File: src/rtl/aes_key_expand.sv
// AES-128 key schedule: emits round keys 0..10 one per accepted handshake,
// computing each next key combinationally from the current one.
module aes_key_expand (
  input  logic         i_aes_key_expand_clk,
  input  logic         i_aes_key_expand_rst_n,
  input  logic         i_aes_key_expand_start,
  input  logic [127:0] i_aes_key_expand_key_in,
  input  logic         i_aes_key_expand_ready,
  output logic [127:0] o_aes_key_expand_round_key,
  output logic         o_aes_key_expand_valid,
  output logic [3:0]   o_aes_key_expand_round_num,
  output logic         o_aes_key_expand_busy,
  output logic         o_aes_key_expand_done
);

  typedef enum logic {IDLE, RUN} state_t;

  localparam logic [3:0] LAST_ROUND = 4'd10;

  // FIPS-197 S-box, byte 0x00 at the left (index 0) end.
  localparam logic [0:2047] SBOX = {
    128'h637c777bf26b6fc53001672bfed7ab76,
    128'hca82c97dfa5947f0add4a2af9ca472c0,
    128'hb7fd9326363ff7cc34a5e5f171d83115,
    128'h04c723c31896059a071280e2eb27b275,
    128'h09832c1a1b6e5aa0523bd6b329e32f84,
    128'h53d100ed20fcb15b6acbbe394a4c58cf,
    128'hd0efaafb434d338545f9027f503c9fa8,
    128'h51a3408f929d38f5bcb6da2110fff3d2,
    128'hcd0c13ec5f974417c4a77e3d645d1973,
    128'h60814fdc222a908846eeb814de5e0bdb,
    128'he0323a0a4906245cc2d3ac629195e479,
    128'he7c8376d8dd54ea96c56f4ea657aae08,
    128'hba78252e1ca6b4c6e8dd741f4bbd8b8a,
    128'h703eb5664803f60e613557b986c11d9e,
    128'he1f8981169d98e949b1e87e9ce5528df,
    128'h8ca1890dbfe6426841992d0fb054bb16
  };

  function automatic logic [7:0] sbox(input logic [7:0] b);
    return SBOX[{b, 3'b000} +: 8];
  endfunction

  function automatic logic [31:0] sub_word(input logic [31:0] w);
    return {sbox(w[31:24]), sbox(w[23:16]), sbox(w[15:8]), sbox(w[7:0])};
  endfunction

  function automatic logic [31:0] rot_word(input logic [31:0] w);
    return {w[23:0], w[31:24]};
  endfunction

  function automatic logic [7:0] rcon(input logic [3:0] idx);
    logic [7:0] r;
    case (idx)
      4'd1:    r = 8'h01;
      4'd2:    r = 8'h02;
      4'd3:    r = 8'h04;
      4'd4:    r = 8'h08;
      4'd5:    r = 8'h10;
      4'd6:    r = 8'h20;
      4'd7:    r = 8'h40;
      4'd8:    r = 8'h80;
      4'd9:    r = 8'h1b;
      4'd10:   r = 8'h36;
      default: r = 8'h00;
    endcase
    return r;
  endfunction

  state_t         state, state_nxt;
  logic [127:0]   key_p1, key_nxt;
  logic [3:0]     num_p1, num_nxt;
  logic           vld_p1, vld_nxt;
  logic           busy_p1, busy_nxt;
  logic           done_p1, done_nxt;
  logic           hs;
  logic [31:0]    w0, w1, w2, w3, temp;
  logic [31:0]    n0, n1, n2, n3;

  assign hs = vld_p1 & i_aes_key_expand_ready;

  assign w0   = key_p1[127:96];
  assign w1   = key_p1[95:64];
  assign w2   = key_p1[63:32];
  assign w3   = key_p1[31:0];
  assign temp = sub_word(rot_word(w3)) ^ {rcon(num_p1 + 4'd1), 24'h0};
  assign n0   = w0 ^ temp;
  assign n1   = w1 ^ n0;
  assign n2   = w2 ^ n1;
  assign n3   = w3 ^ n2;

  always_ff @(posedge i_aes_key_expand_clk or negedge i_aes_key_expand_rst_n) begin
    if (!i_aes_key_expand_rst_n) begin
      state <= IDLE;
    end else begin
      state <= state_nxt;
    end
  end

  always_comb begin
    state_nxt = state;
    key_nxt   = key_p1;
    num_nxt   = num_p1;
    vld_nxt   = vld_p1;
    busy_nxt  = busy_p1;
    done_nxt  = 1'b0;
    case (state)
      IDLE: begin
        if (i_aes_key_expand_start) begin
          key_nxt   = i_aes_key_expand_key_in;
          num_nxt   = 4'd0;
          vld_nxt   = 1'b1;
          busy_nxt  = 1'b1;
          state_nxt = RUN;
        end
      end
      RUN: begin
        // start is deliberately not looked at here
        if (hs) begin
          if (num_p1 == LAST_ROUND) begin
            vld_nxt   = 1'b0;
            busy_nxt  = 1'b0;
            done_nxt  = 1'b1;
            state_nxt = IDLE;
          end else begin
            key_nxt = {n0, n1, n2, n3};
            num_nxt = num_p1 + 4'd1;
          end
        end
      end
      default: state_nxt = IDLE;
    endcase
  end

  // Output register stage
  always_ff @(posedge i_aes_key_expand_clk or negedge i_aes_key_expand_rst_n) begin
    if (!i_aes_key_expand_rst_n) begin
      key_p1  <= 128'h0;
      num_p1  <= 4'd0;
      vld_p1  <= 1'b0;
      busy_p1 <= 1'b0;
      done_p1 <= 1'b0;
    end else begin
      key_p1  <= key_nxt;
      num_p1  <= num_nxt;
      vld_p1  <= vld_nxt;
      busy_p1 <= busy_nxt;
      done_p1 <= done_nxt;
    end
  end

  assign o_aes_key_expand_round_key = key_p1;
  assign o_aes_key_expand_round_num = num_p1;
  assign o_aes_key_expand_valid     = vld_p1;
  assign o_aes_key_expand_busy      = busy_p1;
  assign o_aes_key_expand_done      = done_p1;

endmodule

File: config.mk
export PLATFORM = sky130hd
export DESIGN_NAME = aes_key_expand
export DESIGN_NICKNAME = d
export VERILOG_FILES = /design/src/rtl/aes_key_expand.sv
export SDC_FILE = /design/constraint.sdc
export NUM_CORES = 1
export LEC_CHECK = 0
export BUFFER_PORTS_ARGS = -buffer_cell sky130_fd_sc_hd__buf_2
export CAP_MARGIN = 20
export CELL_PAD_IN_SITES_DETAIL_PLACEMENT = 2
export CELL_PAD_IN_SITES_GLOBAL_PLACEMENT = 2
export CORE_MARGIN = 2
export CORE_UTILIZATION = 36
export DETAILED_ROUTE_END_ITERATION = 10
export GPL_ROUTABILITY_DRIVEN = 0
export HOLD_SLACK_MARGIN = 0.03
export PLACE_DENSITY_LB_ADDON = 0.1
export SETUP_SLACK_MARGIN = 0.2
export SLEW_MARGIN = 20
export SYNTH_ARGS = -nofsm -noshare
export SYNTH_HDL_FRONTEND = slang
export SYNTH_SLANG_ARGS = --single-unit
File: constraint.sdc
create_clock -name i_aes_key_expand_clk -period 5.9 [get_ports i_aes_key_expand_clk]
set_input_delay 0.885 -clock i_aes_key_expand_clk [delete_from_list [all_inputs] [get_ports i_aes_key_expand_clk]]
set_output_delay 0.885 -clock i_aes_key_expand_clk [all_outputs]
set_load 0.005 [all_outputs]
**Word level (Yosys, flattened, before mapping)**

Memory sizes are Yosys's and may differ from the RTL's.
Cells that the tools add are included.

- Add/subtract/negate cells: 1
- Equality and inequality tests: 5
- Shift-type cells: 4
- Muxes and demuxes: 19
- Bitwise logic cells: 11
- Reductions and logical operators: 2

Operator list:

| operator | number |
|---|---|
| $shiftx A2048 B12 Y2049 const A | 4 |
| $mux W128 | 3 |
| $pmux W128 S2 | 1 |
| $xor A32 B32 Y32 | 5 |
| $not A11 Y12 | 4 |
| $mux W4 | 3 |
| $mux W1 | 9 |
| $pmux W4 S2 | 1 |
| $reduce_and A3 Y1 | 2 |
| $add A4 B1 Y4 const B | 1 |
| $eq A4 B4 Y1 const B | 1 |
| $ne A2 B1 Y1 const B | 2 |
| $ne A2 B2 Y1 const B | 2 |
| $pmux W1 S2 | 2 |
| $and A1 B1 Y1 | 1 |
| $not A1 Y1 | 1 |

- Register bits after elaboration: 135
- Memory bits (read-only): 128
- Bits of input ports: 132
- Output and inout port bits: 135
- Logic and storage cells: 48
- Memories: 1

Memory list:

| memory | words | bits a word | read ports | clocked after memory_dff | write ports | line | source |
|---|---|---|---|---|---|---|---|
| (name not given) | 16 | 8 | 1 | 0 | 0 | 54 | `case (idx)` |

**Depth between registers and ports, before layout**

- Word-level depth: 10
- Gate-level depth with buffers: 16
- Mapped depth without buffers: 11

**Least setup slack after synthesis**

Ideal clock, no wire load.

- Kind: register -> register
- Start point: register key_p1[9] (netlist: o_aes_key_expand_round_key[9])
- End point: register key_p1[17] (netlist: o_aes_key_expand_round_key[17])
- Arrival time: 4.036 ns
- Slack: 1.738 ns
- Stages on the path, launching flop included: 16
- Buffers on the path: 4
- Clock period less this slack: 4.162 ns
- Path through: dfrtp_1 > buf_2 > clkbuf_1 > buf_2 > inv_1 > ha_1 > clkbuf_1 > nand2_1 > o21ai_0 > mux4_2 > a221o_1 > mux4_2 > xnor2_2 > xor2_1 > nand3_1 > o311a_1

- Cells in the longest elaborated chain, start to end: 10

Ends and longest elaborated chain:

| element | line | source |
|---|---|---|
| start, declared | 71 | `logic [127:0] key_p1, key_nxt;` |
| start signal, assigned | 144 | `key_p1 <= key_nxt;` |
| $not A11 Y12 (implied by the code) | 41 | `return SBOX[{b, 3'b000} +: 8];` |
| $shiftx A2048 B12 Y2049 | 41 |  |
| $xor A32 B32 Y32 | 86 | `assign temp = sub_word(rot_word(w3)) ^ {rcon(num_p1 + 4'd1), 24'h0};` |
| $xor A32 B32 Y32 | 87 | `assign n0 = w0 ^ temp;` |
| $xor A32 B32 Y32 | 88 | `assign n1 = w1 ^ n0;` |
| $xor A32 B32 Y32 | 89 | `assign n2 = w2 ^ n1;` |
| $xor A32 B32 Y32 | 90 | `assign n3 = w3 ^ n2;` |
| $mux W128 | 120 | `if (num_p1 == LAST_ROUND) begin` |
| $mux W128 | 119 | `if (hs) begin` |
| $pmux W128 S2 | 107 | `case (state)` |

No other way between the ends. The select of a mux whose other input is x is not followed.
A chain may end at the register's enable or synchronous reset.

**Worst setup path in the final report**

- Start point: register key_p1[19] (netlist: o_aes_key_expand_round_key[19])
- End point: register key_p1[26] (netlist: o_aes_key_expand_round_key[26])

Same word-level chain as after synthesis.

==> summary.txt <==
via count -> 27900
cts hold-fix bufs -> 0
area of the multi-input gates -> 18400 um^2
H-tree levels -> 4
wire per inst -> 31.7 um
top_reg_cell synth -> dfrtp_1
Layout area overhead -> 8.47%
I/O pins -> 267
type of origin of the critical path -> flip-flop
post-synthesis cell area -> 23700 um^2
Final HPWL DP -> 91100 um
Synth Net Count -> 3370
post-cts sizing count -> 0
routed wl met3 -> 9910 um
clk slew on worst S/H paths -> 70 ps
Post-Syn Area per Cell -> 7.46 um^2
post-route minimum period -> 4730 ps
Yosys reg bits -> 135
CTS tree -> built
routed wl met2 -> 59500 um
Post-synth EDFFs -> 0
Reg area -> 3410 um^2
highest metal used -> met5
vias in the first global route -> 28500
Post-Syn Instances -> 3175
clk_lat worst skew -> 500 ps
Filler cells -> 7694
die width -> 261 um
post-CTS setup buffers -> 0
max-cap violation count -> 0
DR vias/cell -> 6.89
setup TNS -> 0 ps
GRT Overall Usage -> 37.0%
DRT antenna net count -> 0
Hold/Removal Path Class -> input port to async pin
grt ovf -> 0
CP Capture Type -> flip-flop
total CTS buffers -> 17
maximum clock path buffer count -> 2
CTS root buffer -> clkbuf_16
commonest non-fill, non-tap cell in the layout -> buf_2
DRT iter0 DRCs -> 3183
most frequent cells in the layout -> buf_2 (264), nand2_1 (251), o21ai_0 (240)
Crit. Startpoint -> o_aes_key_expand_round_key[19]$_DFFE_PN0P_
outcome -> finished, final reports clean
drt pass-1 iters -> 6
Worst EP arrival -> 5090 ps
critical path fanouts, max -> 86
sequential area share after synthesis -> 14.3%
row count -> 94
DR DRC count -> 0
max_slew headroom -> 19.8%
initial core utilization -> 36.2%
measured slew at the worst slew-check pin -> 1190 ps
CP Class -> flip-flop to flip-flop
Final period util -> 80.2%
final setup fails -> 0
final hold vios -> 0
initial antenna violation count -> 10
first-pass GRT wire length -> 191000 um
IO buf count -> 266
Final Max Slew Viols -> 0
die height -> 261 um
final net count -> 3363
worst flop-to-flop path startpoint -> o_aes_key_expand_round_key[19]$_DFFE_PN0P_
clock sinks -> 135
Netlist cell types -> 111
clock skew -> 16.5 ps
Required @ worst endpoint -> 6260 ps
largest net degree at the start of global routing -> 125
core area -> 65500 um^2
Syn. warnings -> 0
post-synthesis async set-or-reset flop share -> 100%
layout cells sized above 1 -> 17.6%
die area -> 67900 um^2
unrepaired setup endpoints after global routing -> no
met1 wire length -> 52500 um
Final Routed Wirelength -> 128000 um
Achievable Freq -> 211 MHz
routing by layer:
layer | track usage, % | vias up
met5 | 0 | -
met4 | 16.8 | 6
met3 | 6.31 | 294
met2 | 60.0 | 1390
met1 | 48.2 | 14300
li1 | - | 11900
Yosys cell counts (33+ instances only):
library cell	n	area share (%)
a211oi_1	93	2.9
a21oi_1	216	4.6
a311oi_1	44	1.6
a31oi_1	75	2.0
buf_2	125	2.6
clkbuf_1	191	3.0
dfrtp_1	135	14
ha_1	62	3.3
inv_1	44	0.70
mux2i_1	88	3.7
mux4_2	69	6.6
nand2_1	253	4.0
nand2b_1	79	2.1
nand3_1	97	2.0
nor2_1	218	3.5
nor2b_1	120	3.2
nor3_1	89	1.9
o211ai_1	50	1.6
o21ai_0	240	5.1
o22ai_1	33	0.87
o311ai_0	44	1.6
or3_1	36	0.95
xnor2_1	104	3.8
xor2_1	54	2.0
logic make-up (layout without fill, tap and decap cells):
family / Yosys count / after routing / share of synthesized area, %
buffers and inverters: 432 / 438 / 8.36
and+or+nand+nor: 1081 / 1081 / 23.3
DFF: 135 / 135 / 14.3
xor gates and xnor gates: 177 / 177 / 7.51
muxes: 172 / 172 / 11.0
AOI/OAI and AO/OA: 1115 / 1115 / 32.2
other: 0 / 7 / 0
adders and majority gates: 63 / 63 / 3.36
flip-flops by register name (all words and copies together) (netlist names):
name,count
o_aes_key_expand_busy,1
o_aes_key_expand_done,1
o_aes_key_expand_round_key,128
o_aes_key_expand_round_num,4
state,1
critical path, cell delays in order (launching register included):
cell and delay [ps]:
dfrtp_4 1030, buf_4 460, nand2b_1 520, nand3_1 140, a311oi_1 350, a311oi_1 110
o31ai_1 730, nand2_1 260, xnor3_1 400, o21ai_1 90, a2111oi_2 410
through the flow:
stage	instance area (um^2)	utilization (%)	hold slack [ps]	cells	setup WS [ps]
6_report	25700	39.2	396	4052	1170
5_1_grt	25700	39.2	463	4050	990
4_1_cts	25700	39.2	430	4045	1340
3_5_place_dp	25100	38.3	520	4013	1410
3_3_place_gp	25100	38.3	509	4013	1530
2_1_floorplan	23700	-	512	3175	1740
layout make-up:
cell class,count,area share [%]
clock inverter,6,0.433
antenna,7,0.0681
inverter,58,0.847
clock buffer,26,2.02
timing repair buffer,348,7.70
sequential,135,13.3
multi-input combinational,2608,71.5
tap,864,4.21
worst paths after layout:
kind	end	slack, ps	depth (start not counted)
setup / recovery	o_aes_key_expand_round_key[26]$_DFFE_PN0P_	1170	10
hold / removal	o_aes_key_expand_round_key[114]$_DFFE_PN0P_	400	1
setup reg to reg	o_aes_key_expand_round_key[26]$_DFFE_PN0P_	1170	10
hold reg to reg	o_aes_key_expand_round_key[126]$_DFFE_PN0P_	530	2
max in group asynchronous	state$_DFF_PN0_	4310	2
min in group i_aes_key_expand_clk	o_aes_key_expand_round_key[126]$_DFFE_PN0P_	530	2
Power is left out: the tool's default activity adds up to more than one toggle a clock period on the data nets, which glitch-free logic cannot reach.
